===== config.mk =====
export PLATFORM = sky130hd
export DESIGN_NAME = uart_tx_queue
export DESIGN_NICKNAME = d
export VERILOG_FILES = /design/src/rtl/uart_pkg.sv /design/src/rtl/uart_tx_queue_fifo_sync_mem.sv /design/src/rtl/uart_tx_queue.sv
export SDC_FILE = /design/constraint.sdc
export NUM_CORES = 1
export LEC_CHECK = 0
export CAP_MARGIN = 30
export CELL_PAD_IN_SITES_DETAIL_PLACEMENT = 1
export CELL_PAD_IN_SITES_GLOBAL_PLACEMENT = 1
export CORE_MARGIN = 5
export CORE_UTILIZATION = 40
export DETAILED_ROUTE_END_ITERATION = 8
export PLACE_DENSITY = 0.76
export SLEW_MARGIN = 25
export SYNTH_ARGS = -nofsm -noshare
export SYNTH_HDL_FRONTEND = slang
export SYNTH_SLANG_ARGS = --single-unit

===== constraint.sdc =====
create_clock -name clk_60mhz -period 3.3 [get_ports clk_60mhz]
set_input_delay 0.495 -clock clk_60mhz [delete_from_list [all_inputs] [get_ports clk_60mhz]]
set_output_delay 0.495 -clock clk_60mhz [all_outputs]
set_load 0.01 [all_outputs]

===== src/rtl/uart_pkg.sv =====
// Shared UART constants: queue defaults, TX FSM encoding and ASCII codes.
package uart_pkg;

  localparam int unsigned BYTE_W           = 8;
  localparam int unsigned DEPTH_DEF        = 8;
  localparam int unsigned ADDR_W_DEF       = 3;
  localparam int unsigned BUSY_TIMEOUT_DEF = 16;
  localparam int unsigned TMO_W            = 8;

  typedef enum logic [1:0] {
    ST_IDLE      = 2'd0,
    ST_WAIT_BUSY = 2'd1,
    ST_WAIT_DONE = 2'd2
  } tx_state_e;

  localparam logic [BYTE_W-1:0] ASCII_0  = 8'h30;
  localparam logic [BYTE_W-1:0] ASCII_A  = 8'h41;
  localparam logic [BYTE_W-1:0] ASCII_SP = 8'h20;
  localparam logic [BYTE_W-1:0] ASCII_CR = 8'h0D;
  localparam logic [BYTE_W-1:0] ASCII_LF = 8'h0A;

endpackage


===== src/rtl/uart_tx_queue_fifo_sync_mem.sv =====
// Synchronous byte FIFO: storage, wrap-around pointers and occupancy count.
module fifo_sync_mem
  import uart_pkg::*;
#(
  parameter int unsigned DEPTH  = DEPTH_DEF,
  parameter int unsigned ADDR_W = ADDR_W_DEF
) (
  input  logic              clk_60mhz,
  input  logic              rst,
  input  logic              i_push,
  input  logic [BYTE_W-1:0] i_wr_data,
  input  logic              i_pop,
  input  logic              i_flush,
  output logic [BYTE_W-1:0] o_rd_data,
  output logic              o_full,
  output logic              o_empty,
  output logic [ADDR_W:0]   o_count
);

  logic [BYTE_W-1:0] r_mem [DEPTH];
  logic [ADDR_W-1:0] r_wr_ptr;
  logic [ADDR_W-1:0] r_rd_ptr;
  logic [ADDR_W:0]   r_count;
  logic              w_push_ok;
  logic              w_pop_ok;

  // Full/empty come from the pre-edge count, so a same-cycle pop never makes room
  assign o_full    = (r_count == (ADDR_W+1)'(DEPTH));
  assign o_empty   = (r_count == '0);
  assign o_count   = r_count;
  assign o_rd_data = r_mem[r_rd_ptr];
  assign w_push_ok = i_push & ~o_full  & ~i_flush;
  assign w_pop_ok  = i_pop  & ~o_empty & ~i_flush;

  // Storage write; contents need no reset since pointers define validity
  always_ff @(posedge clk_60mhz) begin
    if (w_push_ok) begin
      r_mem[r_wr_ptr] <= i_wr_data;
    end
  end

  // Pointers and count; flush empties the queue
  always_ff @(posedge clk_60mhz or posedge rst) begin
    if (rst) begin
      r_wr_ptr <= '0;
      r_rd_ptr <= '0;
      r_count  <= '0;
    end else if (i_flush) begin
      r_wr_ptr <= '0;
      r_rd_ptr <= '0;
      r_count  <= '0;
    end else begin
      if (w_push_ok) r_wr_ptr <= r_wr_ptr + ADDR_W'(1);
      if (w_pop_ok)  r_rd_ptr <= r_rd_ptr + ADDR_W'(1);
      case ({w_push_ok, w_pop_ok})
        2'b10:   r_count <= r_count + (ADDR_W+1)'(1);
        2'b01:   r_count <= r_count - (ADDR_W+1)'(1);
        default: r_count <= r_count;
      endcase
    end
  end

endmodule


===== src/rtl/uart_tx_queue.sv =====
// Byte queue feeding the UART transmitter, paced by the tx_busy handshake.
module uart_tx_queue
  import uart_pkg::*;
#(
  parameter int unsigned DEPTH        = DEPTH_DEF,
  parameter int unsigned ADDR_W       = ADDR_W_DEF,
  parameter int unsigned BUSY_TIMEOUT = BUSY_TIMEOUT_DEF
) (
  input  logic              clk_60mhz,
  input  logic              rst,
  input  logic              i_wr_pulse,
  input  logic [BYTE_W-1:0] i_wr_data,
  input  logic              i_flush,
  input  logic              i_tx_busy,
  output logic              o_tx_en,
  output logic [BYTE_W-1:0] o_tx_data,
  output logic [ADDR_W:0]   o_count,
  output logic              o_empty,
  output logic              o_full,
  output logic              o_overflow,
  output logic              o_timeout_err
);

  tx_state_e         r_state;
  tx_state_e         w_state_n;
  logic              r_tx_en;
  logic              w_tx_en_n;
  logic [BYTE_W-1:0] r_tx_data;
  logic [BYTE_W-1:0] w_tx_data_n;
  logic [TMO_W-1:0]  r_tmo;
  logic [TMO_W-1:0]  w_tmo_n;
  logic              r_overflow;
  logic              w_overflow_n;
  logic              r_timeout_err;
  logic              w_timeout_err_n;
  logic              w_pop;
  logic              w_full;
  logic              w_empty;
  logic [BYTE_W-1:0] w_rd_data;

  fifo_sync_mem #(
    .DEPTH  (DEPTH),
    .ADDR_W (ADDR_W)
  ) u_fifo (
    .clk_60mhz (clk_60mhz),
    .rst       (rst),
    .i_push    (i_wr_pulse),
    .i_wr_data (i_wr_data),
    .i_pop     (w_pop),
    .i_flush   (i_flush),
    .o_rd_data (w_rd_data),
    .o_full    (w_full),
    .o_empty   (w_empty),
    .o_count   (o_count)
  );

  assign o_tx_en       = r_tx_en;
  assign o_tx_data     = r_tx_data;
  assign o_empty       = w_empty;
  assign o_full        = w_full;
  assign o_overflow    = r_overflow;
  assign o_timeout_err = r_timeout_err;

  // Send FSM next-state plus sticky error flags
  always_comb begin
    w_state_n       = r_state;
    w_tx_en_n       = 1'b0;
    w_tx_data_n     = r_tx_data;
    w_tmo_n         = r_tmo;
    w_pop           = 1'b0;
    w_overflow_n    = r_overflow;
    w_timeout_err_n = r_timeout_err;

    case (r_state)
      ST_IDLE: begin
        if (!w_empty && !i_tx_busy && !i_flush) begin
          w_tx_data_n = w_rd_data;
          w_pop       = 1'b1;
          w_tx_en_n   = 1'b1;
          w_tmo_n     = '0;
          w_state_n   = ST_WAIT_BUSY;
        end
      end
      ST_WAIT_BUSY: begin
        if (i_tx_busy) begin
          w_state_n = ST_WAIT_DONE;
        end else if (r_tmo == TMO_W'(BUSY_TIMEOUT - 1)) begin
          w_timeout_err_n = 1'b1;
          w_state_n       = ST_IDLE;
        end else begin
          w_tmo_n = r_tmo + TMO_W'(1);
        end
      end
      ST_WAIT_DONE: begin
        if (!i_tx_busy) begin
          w_state_n = ST_IDLE;
        end
      end
      default: w_state_n = ST_IDLE;
    endcase

    // Flush clears the sticky flags and swallows any same-cycle write
    if (i_flush) begin
      w_overflow_n    = 1'b0;
      w_timeout_err_n = 1'b0;
    end else if (i_wr_pulse && w_full) begin
      w_overflow_n = 1'b1;
    end
  end

  // State and output registers
  always_ff @(posedge clk_60mhz or posedge rst) begin
    if (rst) begin
      r_state       <= ST_IDLE;
      r_tx_en       <= 1'b0;
      r_tx_data     <= '0;
      r_tmo         <= '0;
      r_overflow    <= 1'b0;
      r_timeout_err <= 1'b0;
    end else begin
      r_state       <= w_state_n;
      r_tx_en       <= w_tx_en_n;
      r_tx_data     <= w_tx_data_n;
      r_tmo         <= w_tmo_n;
      r_overflow    <= w_overflow_n;
      r_timeout_err <= w_timeout_err_n;
    end
  end

endmodule


Word level (Yosys, flattened, before mapping)
Memories as Yosys holds them, arrays and structs flattened. A register that Yosys moved wholly into a read port is not among the register bits.
Index checks and enable logic that the tools add are counted.
{ "op_classes": {"muxes": 25, "n_reduce_logical": 19, "n_eq_ne": 12, "n_addsub": 5, "bitwise": 7} }
{ "op_table": {"columns": ["op", "count"], "rows": [
  ["$mux W8", 3],
  ["$pmux W8 S2", 1],
  ["$mux W3", 4],
  ["$reduce_bool A2 Y1", 6],
  ["$mux W1", 10],
  ["$ne A2 B2 Y1 const B", 5],
  ["$add A8 B1 Y8 const B", 1],
  ["$eq A8 B4 Y1 const B", 1],
  ["$mux W2", 4],
  ["$pmux W4 S2", 1],
  ["$add A3 B1 Y3 const B", 2],
  ["$pmux W2 S3", 1],
  ["$reduce_and A3 Y1", 2],
  ["$add A4 B1 Y4 const B", 1],
  ["$and A1 B1 Y1", 4],
  ["$eq A2 B1 Y1 const B", 2],
  ["$eq A2 B2 Y1 const B", 2],
  ["$eq A4 B4 Y1 const B", 1],
  ["$logic_not A4 Y1", 1],
  ["$mux W4", 1],
  ["$reduce_and A4 Y1", 1],
  ["$sub A4 B1 Y4 const B", 1],
  ["$logic_and A1 B1 Y1", 3],
  ["$logic_not A1 Y1", 3],
  ["other kinds (5)", 7]
]} }
{ "word_totals": {"input_bits": 13, "ff_bits": 23, "n_memories": 1, "ramBits": 64} }
{ "mem_list": {"columns": ["memory", "depth", "width", "rd", "rd_ports_with_merged_regs", "write_ports", "line", "text"], "rows": [
  ["u_fifo.r_mem", 8, 8, 1, 1, 1, "uart_tx_queue_fifo_sync_mem.sv:20", "logic [BYTE_W-1:0] r_mem [DEPTH];"]
]} }

Longest topological paths before layout
Gate-level depths: netlist of the first run.
{ "depth": {"depth_word": 11, "mapped_depth": 8, "ltp_nobuf": 8} }

Modules after synthesis
Synthesis of the first run repeated with hierarchy kept, for this count alone.
{ "hier_totals": {"cells_unflattened": 254, "hier_area_um2": 4108.9} }
{ "by_module_without_submodules": {"columns": ["module", "seq_area_each_um2", "cells_per_inst", "area_each_um2", "instances"], "rows": [
  ["fifo_sync_mem", 2172.1, 171, 3128.0, 1],
  ["uart_tx_queue", 525.5, 83, 980.9, 1]
]} }

Worst setup path before layout of the first run
No wires, ideal clock.
{ "synth_timing": {"path_kind": "flip-flop to flip-flop", "startpoint": "reg u_fifo.r_count[0] (netlist: u_fifo.o_count[0])", "endpoint": "reg u_fifo.r_count[3] (netlist: u_fifo.o_count[3])", "setup_ns": 0.154, "stages_incl_launch_ff": 9, "synth_period_minus_slack_ns": 2.597, "t_arrival_ns": 2.442, "setup_slack_ns": 0.703, "n_path_buf": 1, "cell_sequence": "dfrtp_1 or4b_1 buf_2 a211oi_4 ha_1 a21oi_1 a21boi_0 mux2i_1 o311ai_0"} }
{ "synth_between": {"elab_chain_cells": 11} }
{ "synth_lines": {"columns": ["item", "line", "text"], "rows": [
  ["from (decl)", "uart_tx_queue_fifo_sync_mem.sv:23", "logic [ADDR_W:0] r_count;"],
  ["from (signal assigned)", "uart_tx_queue_fifo_sync_mem.sv:56", "2'b10: r_count <= r_count + (ADDR_W+1)'(1);"],
  ["from (signal assigned)", "uart_tx_queue_fifo_sync_mem.sv:57", "2'b01: r_count <= r_count - (ADDR_W+1)'(1);"],
  ["from (signal assigned)", "uart_tx_queue_fifo_sync_mem.sv:58", "default: r_count <= r_count;"],
  ["$logic_not A4 Y1", "uart_tx_queue_fifo_sync_mem.sv:29", "assign o_empty = (r_count == '0);"],
  ["$logic_not A1 Y1", "uart_tx_queue.sv:76", "if (!w_empty && !i_tx_busy && !i_flush) begin"],
  ["$logic_and A1 B1 Y1 (2 in a row)", "uart_tx_queue.sv:76", null],
  ["$mux W1", "uart_tx_queue.sv:76", null],
  ["$mux W1", "uart_tx_queue.sv:74", "case (r_state)"],
  ["$and A1 B1 Y1 (2 in a row)", "uart_tx_queue_fifo_sync_mem.sv:33", "assign w_pop_ok = i_pop & ~o_empty & ~i_flush;"],
  ["$eq A2 B1 Y1 / $eq A2 B2 Y1 (equally long branches)", "uart_tx_queue_fifo_sync_mem.sv:55", "case ({w_push_ok, w_pop_ok})"],
  ["$pmux W4 S2", "uart_tx_queue_fifo_sync_mem.sv:55", null],
  ["$mux W4", "uart_tx_queue_fifo_sync_mem.sv:48", "end else if (i_flush) begin"]
]} }
Parallel ways exist; a longest one is shown, timed or not.
A chain may end at the register's enable or synchronous reset.

Worst setup path in the final report of the first run
{ "layout_timing": {"startpoint": "reg u_fifo.r_count[0] (netlist: u_fifo.o_count[0])", "endpoint": "out o_full"} }
{ "layout_between": {"elab_chain_cells": 1} }
{ "layout_lines": {"columns": ["item", "line", "text"], "rows": [
  ["$eq A4 B4 Y1", "uart_tx_queue_fifo_sync_mem.sv:28", "assign o_full = (r_count == (ADDR_W+1)'(DEPTH));"],
  ["to (decl)", "uart_tx_queue.sv:19", "output logic o_full,"]
]} }
No other way between the ends.

==> reports/metrics.yaml, run 1 <==
run_status:
  status: "complete, no violations"
clock_tree:
  cts_setup_buffers: 0
  cts_tree: "built"
  clock_latency_ps: 360
  clk_path_buf_depth: 2
  clk_pin_slew_worst_paths_ps: 90
  post_cts_resized: 0
  cts-root-buf: "clkbuf_8"
  cts_buffers: 9
  htreeDepth: 3
  cts_hold_buf: 0
  clock_sinks: 95
sta:
  slew_violations: 0
  timing.final.setup_violations: 0
  finalHoldViolations: 0
  rsz0062_at_grt: "false"
  fmax_ghz: 0.369
  skew_ps: 6.82
  finalCritPeriodShare: 0.820
  period_minus_slack_ps: 2710
  fin_setup_tns_ps: 0
  tightest_slew_ps: 877
  slew_headroom: 0.416
placement:
  gp_congestion: 0.719
  dp_hpwl_um: 5360
  io_buffers: 29
hold_path:
  holdPathEnd: "o_tx_data[3]"
  min_path_type: "reg -> reg"
  whs_path_depth: 2
  min_from: "o_tx_data[3]"
routing:
  final_antenna_net_count: 0
  num_vias: 2217
  dr.pass1.iters: 4
  via_per_inst: 5.10
  drt_iter0_drc: 79
  drc: 0
  totalWireLength_um: 7820
  detail_route.wl_per_cell_um: 18.0
floorplanning:
  die_width_um: 110
  die_h_um: 110
  ios: 30
  die-area_mm2: 0.0120
  placementRows: 36
  start_util: 0.408
  core-area_mm2: 0.00973
layout:
  drive_above_1_share: 0.175
  syn2layout_area_growth_pct: 17.2
  nets: 316
  num_antenna_cells: 0
  fin_util: 0.478
synth:
  avgSynthCellArea_um2: 15.7
  synth_common_cells: "edfxtp_1 (64), dfrtp_1 (31), nand2_1 (17), nor2_1 (17), mux4_2 (16)"
  synth-edff-count: 64
  synth.top_cell.area_share: 0.485
  async_flop_share: 0.326
  synth-main-ff-cell: "edfxtp_1"
  netlist_instances: 253
  syn-cell-area_mm2: 0.00397
  synth_area_leader_cell: "edfxtp_1"
  synth-seq-cells: 95
  yosysMostFrequentCell: "edfxtp_1"
  synth_nets: 272
  ys_seq_area_frac: 0.680
  synthDistinctLibCells: 41
  ys_warn_count: 0
  synthTopCellsByArea: "edfxtp_1 (48%), dfrtp_1 (20%), mux4_2 (9.1%)"
worst_setup_path:
  crit_fanout: 7
  crit_family: "simple AND/OR/NAND/NOR gates"
  slowest_delay_ps: 710
  criticalPathCategory: "reg -> out"
  crit_buf_inv: 2
  arrival_ps: 2210
  r2r-start: "u_fifo.o_count[0]"
  required_ps: 2800
  path_cells: "or4b_1 -> clkinv_2 -> clkdlybuf4s50_1"
  ff2ff_path_depth: 7
  cpMaxStageDelayCell: "or4b_1"
  endpoint_kind: "output port"
  r2r-end: "u_fifo.o_count[3]"
  crit_path_start_kind: "flip-flop"
  r2r_slack_ps: 630
global_route:
  grt_overflow: 0
  first_global_vias: 2404
  grt_first_pass_wirelength_um: 12800
  antenna_found_initial: 0
  track_usage: 0.145
  grt_start_max_net_pins: 32
pwr:
  powerDensity_mw_per_mm2: 577
  finalPower_mw: 2.68
  leakage_nw: 1.67
  peakVddDrop_v: 0.000254
job:
  cap_violations: 0
## flip-flops by register name, indices dropped and copies added (netlist names)
register,flops
u_fifo.o_count,4
r_tmo,8
o_tx_data,8
o_overflow,1
u_fifo.r_rd_ptr,3
o_tx_en,1
u_fifo.r_mem,64
o_timeout_err,1
r_state,2
u_fifo.r_wr_ptr,3
## tightest hold or removal path: cells and delay by family, from the launching register on
| family | cells | cell delay (ps) |
|---|---|---|
| compound gates | 1 | 60 |
| flops | 1 | 350 |
| simple gates | 1 | 50 |
## power breakdown
part           switching [mW]  internal [mW]
Combinational           0.264          0.296
Clock                   0.396          0.279
Sequential             0.0763           1.37
## how the worst max path moves through the flow
stage / from / to / slack, ps / depth (start not counted)
final: u_fifo.o_count[0] / o_full / 590 / 3
after global routing: u_fifo.o_count[0] / o_full / 510 / 3
after CTS: u_fifo.o_count[0] / o_full / 550 / 3
after detailed placement: i_tx_busy / u_fifo.o_count[3] / 320 / 8
after global placement: i_tx_busy / u_fifo.o_count[3] / 460 / 8
after floorplan: u_fifo.o_count[0] / u_fifo.o_count[3] / 700 / 8
## kinds of logic after synthesis
| family | count (synthesis) | synth area share |
|---|---|---|
| xor+xnor | 8 | 0.0177 |
| fa+ha+maj | 6 | 0.0208 |
| compound gates | 29 | 0.0461 |
| mux | 27 | 0.119 |
| simple gates | 73 | 0.101 |
| flops | 95 | 0.680 |
| buf+inv | 15 | 0.0158 |
## placed cells by master, fill, tap and decap left out, types with 2 or more instances in the layout
cell and count:
a21oi_1 8, and2_1 4, and3_1 2, and4_1 2, buf_4 13, clkbuf_1 3, clkbuf_8 9, clkdlybuf4s50_1 29
clkinv_2 2, dfrtp_1 31, edfxtp_1 64, ha_1 5, inv_1 3, inv_2 2, inv_6 2, mux2i_1 11
mux4_2 16, nand2_1 17, nand2b_1 4, nand3_1 8, nand4_1 3, nor2_1 17, nor3_1 6, nor3b_2 3
o21ai_0 12, o21ai_1 2, xor2_1 7
## through the flow
step	cell area, µm²	hold slack, ps	setup slack [ps]	cells
4_1_cts	4650	490	554	435
3_3_place_gp	4480	461	461	419
5_1_grt	4650	519	514	435
3_5_place_dp	4480	470	316	419
6_report	4650	480	592	435
2_1_floorplan	3970	470	703	253
## per-layer routing
metal / track usage / part of all wire / vias up
li1: - / - / 1047
met1: 0.182 / 0.45 / 1134
met2: 0.247 / 0.51 / 25
met3: 0.0235 / 0.019 / 11
met4: 0.0641 / 0.018 / 0
met5: 0 / 0 / -
## cell type report
type,count,area (µm²)
Tap cell,133,166
Inverter,6,23.8
Fill cell,1006,5080
Clock buffer,12,135
Multi-Input combinational cell,143,1210
Clock inverter,4,30.0
Timing Repair Buffer,42,388
Sequential cell,95,2700
No activity file was read; power rests on OpenSTA's default activity.
==> run 2, diff against run 1 <==
==> constraint.sdc (replaced) <==
create_clock -name clk_60mhz -period 2.8 [get_ports clk_60mhz]
set_input_delay 0.42 -clock clk_60mhz [delete_from_list [all_inputs] [get_ports clk_60mhz]]
set_output_delay 0.42 -clock clk_60mhz [all_outputs]
set_load 0.01 [all_outputs]
==> run 2 against run 1 <==
  * Sequential power is 17% higher
  * Register-to-register slack worse by 440 ps
  * Count of clock-buffer cells in the layout is 3 lower
  * Core utilization is 0.72 points higher
  * Total power is 22% higher
  * Sequential share of layout area is 0.86 points lower
  * Hold slack worse by 40 ps
  * Critical path type is now reg -> reg
  * Critical endpoint is now u_fifo.o_count[3]
==> reports/metrics.yaml, run 2 (synthesis gave the netlist of run 1 again) <==
worst_setup_path:
  arrival_ps: 2830
  crit_fanout: 6
  crit_buf_inv: 0
  crit_family: "compound AO/OA/AOI/OAI gates"
  required_ps: 3020
  path_cells: "or4b_1 -> a211oi_4 -> ha_1 -> a21oi_1 -> a21boi_0 -> mux2i_1 -> o311ai_0"
  cpMaxStageDelayCell: "or4b_1"
  criticalPathCategory: "reg -> reg"
  endpoint_kind: "flip-flop"
  crit_path_start_kind: "flip-flop"
  slowest_delay_ps: 680
sta:
  fmax_ghz: 0.383
  rsz0062_at_grt: "false"
  skew_ps: 13.8
  tightest_slew_ps: 548
  slew_violations: 0
  finalCritPeriodShare: 0.932
  finalHoldViolations: 0
  slew_headroom: 0.635
  period_minus_slack_ps: 2610
  timing.final.setup_violations: 0
  fin_setup_tns_ps: 0
clock_tree:
  post_cts_resized: 0
  clock_sinks: 95
  cts_buffers: 9
  clk_pin_slew_worst_paths_ps: 110
  htreeDepth: 3
  cts_tree: "built"
  clk_path_buf_depth: 2
  clock_latency_ps: 360
  cts_setup_buffers: 0
  cts-root-buf: "clkbuf_8"
  cts_hold_buf: 0
global_route:
  grt_overflow: 0
  antenna_found_initial: 1
  track_usage: 0.139
  first_global_vias: 2400
  grt_start_max_net_pins: 32
  grt_first_pass_wirelength_um: 12600
routing:
  final_antenna_net_count: 0
  via_per_inst: 5.14
  totalWireLength_um: 7870
  drt_iter0_drc: 77
  detail_route.wl_per_cell_um: 17.9
  num_vias: 2256
  dr.pass1.iters: 4
  drc: 0
floorplanning:
  die_width_um: 110
  core-area_mm2: 0.00973
  die-area_mm2: 0.0120
  die_h_um: 110
  ios: 30
  start_util: 0.408
  placementRows: 36
layout:
  seqCellArea_mm2: 0.00270
  multiInputGateArea_mm2: 0.00121
  largest_reg_flops: 64
  top_register: "u_fifo.r_mem"
  layout_commonest_cell: "edfxtp_1"
  nets: 319
  drive_above_1_share: 0.193
  syn2layout_area_growth_pct: 18.9
  final_cell_mix: "edfxtp_1 (64), dfrtp_1 (31), clkdlybuf4s50_1 (29), nand2_1 (17), nor2_1 (17)"
  fillCellCount: 979
  fin_util: 0.485
pwr:
  power_frac_clock: 0.276
  powerDensity_mw_per_mm2: 696
  finalPower_mw: 3.28
  p_switching_mw: 0.952
  p_sw_frac: 0.290
  seqPwrFrac: 0.517
  p_int_mw: 2.33
  peakVddDrop_v: 0.000307
  p_comb_frac: 0.207
  leakage_nw: 1.71
run_status:
  status: "complete, no violations"
placement:
  dp_hpwl_um: 5090
  gp_congestion: 0.767
  io_buffers: 29
job:
  cap_violations: 0
hold_path:
  min_path_type: "in -> async"
[run 2: cell types whose count changed in the layout (fill, tap and decap cells not counted), sizes merged]
cell,before,now
clkinvlp,1,0
buf,13,16
clkbuf,12,9
clkinv,2,5
diode,0,1
inv,7,8
[run 2: final timing paths]
kind | startpoint | endpoint | slack [ps] | cells after the start
worst max-delay path | u_fifo.o_count[1] | u_fifo.o_count[3] | 190 | 7
worst min-delay path | rst | o_tx_data[5] | 440 | 3
worst max register to register | u_fifo.o_count[1] | u_fifo.o_count[3] | 190 | 7
worst min register to register | o_tx_data[3] | o_tx_data[3] | 480 | 2
max in group asynchronous | rst | o_overflow | 2050 | 3
min in group clk_60mhz | o_tx_data[3] | o_tx_data[3] | 480 | 2
[run 2: layer usage]
layer  vias to the layer above  global-route usage  part of all wire
met5                         -                   0                 0
met2                        38               0.230              0.51
li1                       1057                   -                 -
met3                        13              0.0247             0.032
met1                      1148               0.183              0.44
met4                         0              0.0579             0.021
[run 2: tightest hold or removal path, delay by kind of cell]
family	cells	cell delay, ps
buffers and inverters	3	810
[run 2: power groups by stage]
stage	Sequential, mW	Combinational (mW)	Clock [mW]
after global routing	1.71	0.749	1.01
final	1.70	0.678	0.907
after global placement	1.72	0.668	0
after detailed placement	1.73	0.686	0
after CTS	1.70	0.693	0.933
after floorplan	1.75	0.370	0
[run 2: area by class of cell]
cell class                 instances  share of cell area
sequential                        95               0.572
multi-input combinational        143               0.256
timing repair buffer              45              0.0870
tap                              133              0.0353
clock buffer                       9              0.0263
clock inverter                     7              0.0183
inverter                           6             0.00504
antenna                            1            0.000531
[run 2: metrics by stage]
stage,instances,worst slack (ps),hold slack (ps),area [µm²]
2_1_floorplan,253,203,470,3970
3_3_place_gp,422,127,461,4500
3_5_place_dp,422,-1.67,470,4500
4_1_cts,438,184,445,4710
5_1_grt,439,41.4,465,4720
6_report,439,190,440,4720
==> run 3, diff against run 2 <==
--- a/config.mk
+++ b/config.mk
@@ -9,9 +9,9 @@
 export CELL_PAD_IN_SITES_DETAIL_PLACEMENT = 1
 export CELL_PAD_IN_SITES_GLOBAL_PLACEMENT = 1
 export CORE_MARGIN = 5
-export CORE_UTILIZATION = 40
+export CORE_UTILIZATION = 50
 export DETAILED_ROUTE_END_ITERATION = 8
-export PLACE_DENSITY = 0.76
+export PLACE_DENSITY = 0.89
 export SLEW_MARGIN = 25
 export SYNTH_ARGS = -nofsm -noshare
 export SYNTH_HDL_FRONTEND = slang
==> constraint.sdc (replaced) <==
create_clock -name clk_60mhz -period 3.1 [get_ports clk_60mhz]
set_input_delay 0.465 -clock clk_60mhz [delete_from_list [all_inputs] [get_ports clk_60mhz]]
set_output_delay 0.465 -clock clk_60mhz [all_outputs]
set_load 0.01 [all_outputs]
==> run 3 against run 2 <==
  * Flip-flop and latch count did not move
  * Core utilization rose by 12 points
  * Sequential share of layout area rose by 0.69 points
  * Critical endpoint is now o_full
  * Largest cell class unchanged
==> reports/metrics.yaml, run 3 (synthesis gave the netlist of run 1 again) <==
global_route:
  track_usage: 0.190
  grt_overflow: 0
  first_global_vias: 2592
  grt_first_pass_wirelength_um: 14000
  grt_start_max_net_pins: 32
  antenna_found_initial: 0
routing:
  final_antenna_net_count: 0
  via_per_inst: 5.67
  drc: 0
  totalWireLength_um: 8470
  drt_iter0_drc: 124
  dr.pass1.iters: 4
  detail_route.wl_per_cell_um: 20.8
  num_vias: 2314
layout:
  drive_above_1_share: 0.196
  fin_util: 0.603
  final_cell_mix: "edfxtp_1 (64), dfrtp_1 (31), clkdlybuf4s50_1 (29)"
  largest_reg_flops: 64
  nets: 320
  num_antenna_cells: 0
  fillCellCount: 727
  syn2layout_area_growth_pct: 17.5
  layout_commonest_cell: "edfxtp_1"
  top_register: "u_fifo.r_mem"
floorplanning:
  core-area_mm2: 0.00773
  start_util: 0.513
  die_width_um: 99.1
  die_h_um: 99.1
  die-area_mm2: 0.00981
  ios: 30
  placementRows: 32
sta:
  timing.final.setup_violations: 0
  tightest_slew_ps: 804
  skew_ps: 7.83
  rsz0062_at_grt: "false"
  slew_headroom: 0.464
  fin_setup_tns_ps: 0
  finalHoldViolations: 0
  fin_ws_ps: 411
  period_minus_slack_ps: 2690
  fmax_ghz: 0.372
  slew_violations: 0
  finalCritPeriodShare: 0.867
worst_setup_path:
  crit_path_start_kind: "flip-flop"
  ff2ff_path_depth: 7
  r2r-start: "u_fifo.o_count[0]"
  crit_path_end: "o_full"
  arrival_ps: 2220
  required_ps: 2630
  cpMaxStageDelayCell: "or4b_1"
  r2r_slack_ps: 460
  crit_start: "u_fifo.o_count[0]"
  r2r-end: "u_fifo.o_count[3]"
  slowest_delay_ps: 710
  crit_fanout: 7
  criticalPathCategory: "reg -> out"
  path_cells: "or4b_1 -> clkinv_2 -> clkdlybuf4s50_1"
  endpoint_kind: "output port"
pwr:
  powerDensity_mw_per_mm2: 630
  leakage_nw: 1.70
  peakVddDrop_v: 0.000345
clock_tree:
  clk_pin_slew_worst_paths_ps: 100
  cts_hold_buf: 0
  clk_path_buf_depth: 2
  htreeDepth: 3
  cts_buffers: 9
  cts-root-buf: "clkbuf_8"
  clock_latency_ps: 360
  cts_tree: "built"
  cts_setup_buffers: 0
  post_cts_resized: 0
  clock_sinks: 95
job:
  cap_violations: 0
run_status:
  status: "complete, no violations"
placement:
  post-place-ws_ps: 155
  dp_hpwl_um: 5940
  io_buffers: 29
  gp_congestion: 0.764
hold_path:
  min_path_type: "in -> async"
[run 3: cell types whose count changed in the layout (fill, tap and decap cells not counted)]
cell | before | now
diode_2 | 1 | 0
clkinv_8 | 3 | 0
clkinv_4 | 1 | 0
buf_4 | 16 | 17
inv_8 | 1 | 2
clkinvlp_4 | 0 | 2
inv_6 | 2 | 3
[run 3: final cells by class]
cell class | count | area, µm² | share of cell area
Timing Repair Buffer | 46 | 418 | 0.0897
Multi-Input combinational cell | 143 | 1210 | 0.259
Inverter | 6 | 23.8 | 0.00510
Clock inverter | 7 | 63.8 | 0.0137
Sequential cell | 95 | 2700 | 0.579
Clock buffer | 9 | 124 | 0.0266
Tap cell | 102 | 128 | 0.0274
[run 3: worst min-delay path by stage]
stage | endpoint | slack [ps] | cells past startpoint
6_report | r_tmo[4] | 480 | 3
5_1_grt | r_tmo[4] | 520 | 3
4_1_cts | u_fifo.o_count[3] | 490 | 3
3_5_place_dp | o_tx_data[6] | 490 | 2
3_3_place_gp | o_tx_data[1] | 470 | 2
2_1_floorplan | r_tmo[0] | 470 | 1
[run 3: metal layers]
metal  wire (µm)  track usage  vias up
met5           0            0        -
met4         128       0.0567        0
met3         257       0.0446       14
met2        4580        0.338       37
met1        3510        0.230     1207
li1            -            -     1056
[run 3: critical path, delay by kind of cell (launching register included)]
| family | cells | cell delay, ps |
|---|---|---|
| AND/OR/NAND/NOR | 1 | 710 |
| buffers and inverters | 2 | 680 |
| flip-flops | 1 | 480 |
[run 3: where the power goes]
group / switching, mW / total (mW) / internal, mW
Combinational: 0.298 / 0.616 / 0.318
Clock: 0.458 / 0.769 / 0.311
Sequential: 0.0897 / 1.55 / 1.46
[run 3: through the flow]
stage	instance area (µm²)	cells	power (mW)	hold WS, ps
6_report	4660	408	2.93	484
5_1_grt	4660	408	3.11	515
4_1_cts	4660	408	2.97	488
3_5_place_dp	4470	392	2.19	486
3_3_place_gp	4470	392	2.15	467
2_1_floorplan	3970	253	1.91	470
